File: config.mk
export PLATFORM = sky130hd
export DESIGN_NAME = priority_request_tracker
export DESIGN_NICKNAME = d
export VERILOG_FILES = /design/src/rtl/priority_request_tracker_pkg.sv /design/src/rtl/priority_request_tracker_encoder.sv /design/src/rtl/priority_request_tracker.sv
export SDC_FILE = /design/constraint.sdc
export NUM_CORES = 1
export LEC_CHECK = 0
export ABC_CLOCK_PERIOD_IN_PS = 1450
export BUFFER_PORTS_ARGS = -buffer_cell sky130_fd_sc_hd__buf_2
export CORE_MARGIN = 5
export CORE_UTILIZATION = 40
export DETAILED_ROUTE_END_ITERATION = 16
export PLACE_DENSITY_LB_ADDON = 0.05
export SYNTH_ARGS = -nofsm -noshare
export SYNTH_HDL_FRONTEND = slang
export SYNTH_SLANG_ARGS = --single-unit
File: constraint.sdc
create_clock -name clk -period 1.45 [get_ports clk]
set_input_delay 0.2175 -clock clk [delete_from_list [all_inputs] [get_ports clk]]
set_output_delay 0.2175 -clock clk [all_outputs]
set_load 0.005 [all_outputs]
File: src/rtl/priority_request_tracker_pkg.sv
// Shared types and defaults for the priority request tracker.
// V2_GENERIC selects the generic priority_encoder core.
`ifndef V2_GENERIC
`define V2_GENERIC 2
`endif

package priority_request_package;

    typedef enum logic {PRT_IDLE, PRT_OFFER} prt_state_t;

    localparam int PRT_DATA_WIDTH = 8;
    localparam int PRT_CNT_WIDTH  = 8;

endpackage

File: src/rtl/priority_request_tracker_encoder.sv
// Combinational priority encoder: the highest set bit of data_i wins.
// valid_o is high when any bit is set.
module priority_encoder #(
    parameter int DATA_WIDTH   = 8,
    parameter int CORE_VERSION = `V2_GENERIC,
    localparam int IDX_WIDTH   = $clog2(DATA_WIDTH)
) (
    input  logic [DATA_WIDTH-1:0] data_i,
    output logic [IDX_WIDTH-1:0]  idx_o,
    output logic                  valid_o
);

    generate
        if (CORE_VERSION == `V2_GENERIC) begin : g_v2
            // Ascending scan; later (higher) hits overwrite earlier ones.
            always_comb begin
                idx_o = '0;
                for (int i = 0; i < DATA_WIDTH; i++)
                    if (data_i[i]) idx_o = IDX_WIDTH'(i);
            end
        end else begin : g_v1
            always_comb begin
                logic found;
                idx_o = '0;
                found = 1'b0;
                for (int i = DATA_WIDTH - 1; i >= 0; i--)
                    if (data_i[i] && !found) begin
                        idx_o = IDX_WIDTH'(i);
                        found = 1'b1;
                    end
            end
        end
    endgenerate

    assign valid_o = |data_i;

endmodule

File: src/rtl/priority_request_tracker.sv
// Sticky request tracker offering the highest eligible pending index over valid/ready.
// Optional overflow counter enabled by defining PRT_OVF_CNT_EN.
module priority_request_tracker
    import priority_request_package::*;
#(
    parameter int DATA_WIDTH = PRT_DATA_WIDTH,
    parameter int CNT_WIDTH  = PRT_CNT_WIDTH,
    localparam int IDX_WIDTH = $clog2(DATA_WIDTH)
) (
    input  logic                  clk,
    input  logic                  rst,
    input  logic [DATA_WIDTH-1:0] req_i,
    input  logic [DATA_WIDTH-1:0] mask_i,
    output logic [DATA_WIDTH-1:0] pending_o,
    output logic [IDX_WIDTH-1:0]  idx_o,
    output logic                  valid_o,
    input  logic                  ready_i
`ifdef PRT_OVF_CNT_EN
    ,
    output logic [CNT_WIDTH-1:0]  ovf_cnt_o
`endif
);

    prt_state_t            state, state_next;
    logic [DATA_WIDTH-1:0] pending, pending_next, clr, eligible;
    logic [IDX_WIDTH-1:0]  idx_next, enc_idx;
    logic                  enc_valid, fire;

    assign fire         = (state == PRT_OFFER) && ready_i;
    assign clr          = fire ? (DATA_WIDTH'(1) << idx_o) : '0;
    // Set wins over clear so a re-pulse on the accepted bit is not lost.
    assign pending_next = (pending & ~clr) | req_i;
    assign eligible     = pending & mask_i;

    priority_encoder #(
        .DATA_WIDTH  (DATA_WIDTH),
        .CORE_VERSION(`V2_GENERIC)
    ) u_enc (
        .data_i (eligible),
        .idx_o  (enc_idx),
        .valid_o(enc_valid)
    );

    always_comb begin
        state_next = state;
        idx_next   = idx_o;
        case (state)
            PRT_IDLE: begin
                if (enc_valid) begin
                    state_next = PRT_OFFER;
                    idx_next   = enc_idx;
                end
            end
            PRT_OFFER: begin
                // Offer is never withdrawn, even if the mask drops the bit.
                if (ready_i) state_next = PRT_IDLE;
            end
            default: state_next = PRT_IDLE;
        endcase
    end

    always_ff @(posedge clk or posedge rst) begin
        if (rst) begin
            state   <= PRT_IDLE;
            pending <= '0;
            idx_o   <= '0;
        end else begin
            state   <= state_next;
            pending <= pending_next;
            idx_o   <= idx_next;
        end
    end

    assign valid_o   = (state == PRT_OFFER);
    assign pending_o = pending;

`ifdef PRT_OVF_CNT_EN
    logic overflow;
    // A pulse on a still-pending bit that is not being retired is a lost event.
    assign overflow = |(req_i & pending & ~clr);

    always_ff @(posedge clk or posedge rst) begin
        if (rst)
            ovf_cnt_o <= '0;
        else if (overflow && !(&ovf_cnt_o))
            ovf_cnt_o <= ovf_cnt_o + 1'b1;
    end
`endif

endmodule

== Word-level counts from Yosys, hierarchy flattened ==
Index checks and enable logic that the tools add are counted.

* Output and inout port bits: 12
* Register bits after elaboration: 12
* Bits of input ports: 19
* Word-level logic and storage cells: 23

* Shift-type cells: 1
* Bitwise gates (word level): 5
* Reduce and logical (&&, ||, !) cells: 3
* Mux-type cells: 11

{| class="wikitable"
|+ Operator list
! kind !! count
|-
| bitwise AND 8 bit || 2
|-
| 2-to-1 mux 3 bit || 4
|-
| 2-to-1 mux 8 bit || 1
|-
| inverter 8 bit || 1
|-
| bitwise OR 8 bit || 1
|-
| OR reduction 8 bit || 1
|-
| left shift 1 x 3 -> 8 bit, first input constant || 1
|-
| 2-to-1 mux 2 bit || 2
|-
| 2-to-1 mux 1 bit || 3
|-
| case mux 1 bit (2 select lines) || 1
|-
| AND reduction 2 bit || 1
|-
| logical AND 1 bit || 1
|-
| inverter 1 bit || 1
|}

== Logic depth before layout (Yosys ltp) ==
Gate-level depths: netlist of the first run.

* Word-level depth: 8
* Gate-level depth with buffers: 4

== By module ==
A second synthesis of the first run with hierarchy kept.

* Cells, all modules: 67
* Area, all modules: 658.1 µm²

{| class="wikitable"
|+ By module, submodules not included
! module !! seq. area each (µm²) !! area an instance (µm²) !! cells an instance !! instances
|-
| priority_request_tracker || 300.3 || 591.8 || 55 || 1
|-
| priority_encoder || 0.0 || 66.3 || 12 || 1
|}

== Least setup slack after synthesis of the first run ==
No wires, ideal clock.

* Path kind: register -> register
* Start point: reg pending[4], in the netlist pending_o[4]
* End point: reg idx_o[0]
* Setup slack: 0.087 ns
* Cell stages (with the launch flop): 5
* Arrival: 1.238 ns
* Library setup time: 0.125 ns
* Data required time: 1.325 ns
* Cells stage by stage: dfrtp_1 a22o_1 and3b_2 a21oi_4 mux2_4

* Longest elaborated chain between the ends: 5
* Elaborated cells between the ends (all ways): 7
* Those cells by class: mux (4); bitwise (1); reduce/logical (2)

{| class="wikitable"
|+ RTL lines
! what !! line !! source
|-
| start: declaration || priority_request_tracker.sv:25 || <nowiki>logic [DATA_WIDTH-1:0] pending, pending_next, clr, eligible;</nowiki>
|-
| start signal: assignment || priority_request_tracker.sv:69 || <nowiki>pending <= pending_next;</nowiki>
|-
| bitwise AND 8 bit (*) || priority_request_tracker.sv:33 || <nowiki>assign eligible = pending & mask_i;</nowiki>
|-
| 2-to-1 mux 3 bit (4 in a row) || priority_request_tracker_encoder.sv:19 || <nowiki>if (data_i[i]) idx_o = IDX_WIDTH'(i);</nowiki>
|-
| end signal: assignment || priority_request_tracker.sv:70 || <nowiki>idx_o <= idx_next;</nowiki>
|-
| end: declaration || priority_request_tracker.sv:15 || <nowiki>output logic [IDX_WIDTH-1:0] idx_o,</nowiki>
|}

Mark *: on every way between the ends. The rest lies on a longest branch, timed or not.
A chain may end at the register's enable or synchronous reset.

== Final worst setup path of the first run ==
* Start point: reg pending[2], in the netlist pending_o[2]
* End point: reg idx_o[0]

* Longest elaborated chain between the ends: 7
* Elaborated cells between the ends (all ways): 9
* Those cells by class: mux (6); bitwise (1); reduce/logical (2)

{| class="wikitable"
|+ RTL lines
! what !! line
|-
| bitwise AND 8 bit (*) || priority_request_tracker.sv:33
|-
| 2-to-1 mux 2 bit (2 in a row) || priority_request_tracker_encoder.sv:19
|-
| 2-to-1 mux 3 bit (4 in a row) || priority_request_tracker_encoder.sv:19
|}

Marked as above.

==> results.sh, run 1 <==
export IMPL_outcome="completed"
export IMPL_clk_latency_ns=0.27
export IMPL_hold_viol=0
export IMPL_diodes=0
export IMPL_drtAntennaViolNets=0
export IMPL_min_delay_path_class="in -> reg"
export IMPL_cp_arrival_ns=1.53
export IMPL_cts_buffers=3
export IMPL_dominantRegCellSynth="dfrtp_1"
export IMPL_ys_seq_area_share_pct=51.4
export IMPL_cp_end_kind="flip-flop"
export IMPL_r2r_start="pending_o[2]$_DFF_PP0_"
export IMPL_finalSetupViolations=0
export IMPL_r2r_cells=4
export IMPL_syn_area_sq_um=584
export IMPL_reg2reg_slack_ns=0.08
export IMPL_viasPerCell=5.07
export IMPL_synth_edf_count=0
export IMPL_grt_pass1_wl_um=2100
export IMPL_synth_top_area_share_pct=51.4
export IMPL_cellLeakagePower_nw=0.369
export IMPL_start_kind="flip-flop"
export IMPL_skew_ns=0.00180
export IMPL_ios=31
export IMPL_wl_per_cell_um=13.1
export IMPL_yosysTopAreaCell="dfrtp_1"
export IMPL_grt_usage_pct=13.2
export IMPL_vias=543
export IMPL_n_fill_cell=131
export IMPL_multi_input_area_sq_um=277
export IMPL_die_w_um=48.2
export IMPL_dr_wl_met3_um=128
export IMPL_drc=0
export IMPL_placed_area_sq_um=768
export IMPL_die_height_um=48.2
export IMPL_syn_num_nets=75
export IMPL_synth_area_leaders="dfrtp_1 (51%), nand2b_1 (11%), o21ai_0 (6.9%), mux2_4 (5.1%), nand2_1 (5.1%)"
export IMPL_rsz0062_at_grt="no"
export IMPL_row_count=13
export IMPL_routed_wl_um=1400
export IMPL_die_area_sq_mm=0.00233
export IMPL_gp_congestion=0.733
export IMPL_critical_path_class="reg -> reg"
export IMPL_min_to="pending_o[4]$_DFF_PP0_"
export IMPL_power_mw=1.11
export IMPL_p_per_area_mw_per_mm2=1390
export IMPL_maxCapViolCount=0
export IMPL_highest_layer="met4"
export IMPL_start_util_pct=43.8
export IMPL_root_buffer="clkbuf_4"
export IMPL_synth_most_common_cell="dfrtp_1"
export IMPL_fmax_ghz=0.728
export IMPL_syn_mean_instance_area_sq_um=10.4
export IMPL_min_period_ns=1.37
export IMPL_dr_wl_met2_um=629
export IMPL_clk_pin_slew_ns=0.07
export IMPL_synth_common_cells="dfrtp_1 (12), nand2b_1 (10), nand2_1 (8), o21ai_0 (8)"
export IMPL_seq_area_sq_um=300
export IMPL_syn_inst=56
export IMPL_required_ns=1.61
export IMPL_synthArstFlopShare_pct=100
export IMPL_fin_ws_ns=0.0769
export IMPL_layout_nets=113
export IMPL_cts_sinks=12
export IMPL_ys_types=17
export IMPL_clock_path_buffers=2
export IMPL_cp_max_fo=4
export IMPL_io_buffers=30
export IMPL_synth_seq_cells=12
export IMPL_hold_path_startpoint="req_i[4]"
export IMPL_first_pass_iters=5
export IMPL_final_area_sq_um=801
export IMPL_cts_resized=0
export IMPL_vdd_drop_max_uv=523
export IMPL_grt_pass1_vias=502
export IMPL_place_hpwl_um=1140
export IMPL_drt_initial_drc_count=6
export IMPL_pre_cts_ws_ns=0.0869
export IMPL_grt_overflow_total=0
export IMPL_grt_max_degree=13
export IMPL_fin_tns_setup_ns=0
export IMPL_drive_above_1_share_pct=43.5
export IMPL_cts_tree="yes"
export IMPL_wl_met1_um=635
export IMPL_slew_viol_final=0
export IMPL_core_area_sq_mm=0.00133
export IMPL_relSlewSlack_pct=69.4
export IMPL_r2r_end="idx_o[0]$_DFFE_PP0P_"
export IMPL_htreeDepth=1
export IMPL_antenna_found_initial=0
export IMPL_yosys_warnings=0
export IMPL_worstMarginPinSlew_ns=0.458
export IMPL_fin_crit_sh_pct=94.7
export IMPL_area_delta_synth_final_pct=37.0
export IMPL_min_path_cells=2
[area by class of cell]
class | instances | area share, %
clock buffer | 3 | 2.81
inverter | 2 | 0.938
multi-input combinational | 42 | 34.5
sequential | 12 | 37.5
tap | 15 | 2.34
timing repair buffer | 33 | 21.9
[cell usage in the layout, fill, tap and decap left out]
master / count
nand3_1: 2
inv_1: 2
a22oi_1: 1
o211ai_1: 2
a21o_2: 1
a22o_1: 1
nand2b_1: 10
and3_1: 1
buf_4: 2
a32oi_1: 1
o21ai_0: 8
nand2_1: 8
and3b_2: 1
mux2_4: 2
nand3b_1: 1
buf_2: 30
o31ai_1: 2
a21oi_4: 1
clkbuf_4: 3
dlygate4sd3_1: 1
dfrtp_1: 12
[flip-flops by register name, summed over array words and instances, names as in the netlist]
name,flops
valid_o,1
pending_o,8
idx_o,3
[what timing repair did]
action | CTS | global route
endpoints found under the hold margin | 12 | 0
buffers inserted | 0 | 0
hold buffers | 1 | 0
[worst max-delay path: stages, from the launching register on]
cell and delay, ns:
dfrtp_1 0.41, a22oi_1 0.22, and3_1 0.25, a21oi_4 0.09, mux2_4 0.30
[where the power goes]
part	total (mW)	switching, mW	internal (mW)	leakage (nW)
registers	0.520	0.105	0.415	0.115
clock network	0.204	0.108	0.0961	0.0138
logic	0.390	0.175	0.214	0.240
total	1.11	0.388	0.726	0.369
[metrics by stage]
step	util (%)	hold WS (ns)	std cells
final	60.0	0.126	107
after floorplan	-	0.0822	56
after global placement	57.6	0.249	103
after detailed placement	57.6	0.253	103
after CTS	60.0	0.121	107
after global routing	60.0	0.125	107
[how the worst max path moves through the flow]
stage               depth (start not counted)  slack, ns              startpoint                    to
global route                                4      0.006  pending_o[5]$_DFF_PP0_  idx_o[0]$_DFFE_PP0P_
detailed placement                          4       0.09  pending_o[2]$_DFF_PP0_  idx_o[0]$_DFFE_PP0P_
global placement                            4       0.10  pending_o[2]$_DFF_PP0_  idx_o[1]$_DFFE_PP0P_
finish                                      4       0.08  pending_o[2]$_DFF_PP0_  idx_o[0]$_DFFE_PP0P_
floorplan                                   4       0.09  pending_o[4]$_DFF_PP0_  idx_o[0]$_DFFE_PP0P_
CTS                                         4       0.08  pending_o[2]$_DFF_PP0_  idx_o[0]$_DFFE_PP0P_
[routing by layer]
layer | global-route usage (%) | vias up
met3 | 3.32 | 2
met5 | 0 | -
met1 | 17.2 | 244
met2 | 20.1 | 22
li1 | - | 275
met4 | 6.45 | 0
[logic make-up after synthesis]
kind of cell | count (synthesis) | share of synthesized area (%)
compound gates | 17 | 20.6
buf+inv | 2 | 1.29
flops | 12 | 51.4
mux | 2 | 5.14
simple gates | 23 | 21.6
Note: power is estimated with default switching activity, not from simulation.
==> run 2: changes to the inputs <==
--- a/config.mk
+++ b/config.mk
@@ -8,7 +8,7 @@
 export ABC_CLOCK_PERIOD_IN_PS = 1450
 export BUFFER_PORTS_ARGS = -buffer_cell sky130_fd_sc_hd__buf_2
 export CORE_MARGIN = 5
-export CORE_UTILIZATION = 40
+export CORE_UTILIZATION = 42
 export DETAILED_ROUTE_END_ITERATION = 16
 export PLACE_DENSITY_LB_ADDON = 0.05
 export SYNTH_ARGS = -nofsm -noshare
==> results.sh, run 2 (synthesized netlist as in run 1, its figures left out) <==
export IMPL_combPwrFrac_pct=33.2
export IMPL_gp_congestion=0.778
export IMPL_r2r_start="pending_o[4]$_DFF_PP0_"
export IMPL_outcome="completed"
export IMPL_antenna_found_initial=0
export IMPL_p_int_mw=0.786
export IMPL_relSlewSlack_pct=69.4
export IMPL_clk_latency_ns=0.27
export IMPL_largest_reg_flops=8
export IMPL_pwr_share_clk_pct=22.6
export IMPL_vias=584
export IMPL_grt_usage_pct=16.1
export IMPL_final_cell_mix="buf_2 (30), dfrtp_1 (12), nand2b_1 (10), nand2_1 (8), o21ai_0 (8)"
export IMPL_cellLeakagePower_nw=0.378
export IMPL_die_height_um=47.3
export IMPL_start_util_pct=44.9
export IMPL_p_sw_mw=0.403
export IMPL_hold_viol=0
export IMPL_first_pass_iters=5
export IMPL_drt_initial_drc_count=15
export IMPL_worstMarginPinSlew_ns=0.459
export IMPL_clock_path_buffers=2
export IMPL_drtAntennaViolNets=0
export IMPL_cts_tree="yes"
export IMPL_htreeDepth=1
export IMPL_r2r_end="idx_o[1]$_DFFE_PP0P_"
export IMPL_final_common_cell="buf_2"
export IMPL_post_place_cells=103
export IMPL_diodes=0
export IMPL_clk_pin_slew_ns=0.08
export IMPL_die_area_sq_mm=0.00224
export IMPL_n_fill_cell=115
export IMPL_drive_above_1_share_pct=45.7
export IMPL_rsz0062_at_grt="no"
export IMPL_skew_ns=0.00441
export IMPL_grt_overflow_total=0
export IMPL_critical_path_class="reg -> reg"
export IMPL_startpoint="pending_o[4]$_DFF_PP0_"
export IMPL_grt_max_degree=13
export IMPL_wl_per_cell_um=13.8
export IMPL_start_kind="flip-flop"
export IMPL_root_buffer="clkbuf_4"
export IMPL_slew_viol_final=0
export IMPL_fmax_ghz=0.725
export IMPL_fin_tns_setup_ns=0
export IMPL_place_hpwl_um=1190
export IMPL_finalSetupViolations=0
export IMPL_required_ns=1.62
export IMPL_cp_end_kind="flip-flop"
export IMPL_p_sw_share_pct=33.9
export IMPL_p_per_area_mw_per_mm2=1440
export IMPL_layout_nets=114
export IMPL_cts_sinks=12
export IMPL_routed_wl_um=1510
export IMPL_stdcell_count=109
export IMPL_maxCapViolCount=0
export IMPL_cp_max_fo=3
export IMPL_reg2reg_slack_ns=0.07
export IMPL_cp_arrival_ns=1.54
export IMPL_min_period_ns=1.38
export IMPL_grt_pass1_vias=563
export IMPL_drc=0
export IMPL_grt_pass1_wl_um=2450
export IMPL_io_buffers=30
export IMPL_cts_buffers=3
export IMPL_area_delta_synth_final_pct=41.5
export IMPL_viasPerCell=5.36
export IMPL_fin_crit_sh_pct=95.1
export IMPL_ios=31
export IMPL_die_w_um=47.3
export IMPL_core_area_sq_mm=0.00130
export IMPL_vdd_drop_max_uv=717
export IMPL_r2r_cells=4
export IMPL_row_count=13
export IMPL_worstSetupEndpoint="idx_o[1]$_DFFE_PP0P_"
export IMPL_min_delay_path_class="in -> reg"
export IMPL_pwr_share_seq_pct=44.2
-- run 2: changes by cell type in the layout (fill, tap and decap cells not counted), sizes merged --
cell | previous run | this run
buf | 32 | 33
clkbuf | 3 | 4
-- run 2: critical path: stages, from the launching register on --
cell     delay [ns]
dfrtp_1        0.39
a22o_1         0.25
and3b_2        0.27
a21oi_4        0.07
mux2_4         0.30
-- run 2: power by group through the flow --
stage               Combinational, mW  Clock, mW  Sequential [mW]
finish                          0.395      0.269            0.525
global placement                0.387          0            0.530
detailed placement              0.390          0            0.532
floorplan                       0.222          0            0.519
CTS                             0.394      0.272            0.525
global route                    0.440      0.298            0.544
-- run 2: layer usage --
layer	up-vias	routed length [um]	global-route usage (%)
met2	27	731	27.5
met3	0	152	6.13
met5	-	0	0
met4	0	0	4.97
li1	279	-	-
met1	278	622	18.4
-- run 2: worst min path at each step --
stage                   from                     end  cells after the start  slack, ns
CTS                 req_i[6]  pending_o[6]$_DFF_PP0_                      2       0.12
global route        req_i[6]  pending_o[6]$_DFF_PP0_                      2       0.11
detailed placement       rst  pending_o[1]$_DFF_PP0_                      2       0.25
floorplan                rst    idx_o[0]$_DFFE_PP0P_                      1       0.08
global placement         rst  pending_o[1]$_DFF_PP0_                      2       0.24
finish              req_i[5]  pending_o[5]$_DFF_PP0_                      2       0.12
-- run 2: area by class of cell --
type,count,area (sq um),area share (%)
multi-input cells,42,282,34.0
inverters,2,7.51,0.908
repair buffers,34,183,22.1
flip-flops and latches,12,300,36.3
clock buffers,4,36.3,4.39
well taps,15,18.8,2.27
-- run 2: repair_timing --
action                                 CTS  global route
endpoints found under the hold margin   12             0
hold buffers                             1             0
gates resized for setup                  0             1
buffers inserted                         0             1
setup endpoints to repair                0             2
-- run 2: per-stage QoR --
| step | total power, mW | utilization, % | worst slack, ns | hold slack [ns] | area (sq um) |
|---|---|---|---|---|---|
| 2_1_floorplan | 0.741 | - | 0.0869 | 0.0822 | 584 |
| 3_3_place_gp | 0.918 | 59.0 | 0.0955 | 0.244 | 768 |
| 3_5_place_dp | 0.922 | 59.0 | 0.0837 | 0.246 | 768 |
| 4_1_cts | 1.19 | 62.6 | 0.0752 | 0.122 | 815 |
| 5_1_grt | 1.28 | 63.6 | 0.00151 | 0.108 | 827 |
| 6_report | 1.19 | 63.6 | 0.0712 | 0.123 | 827 |
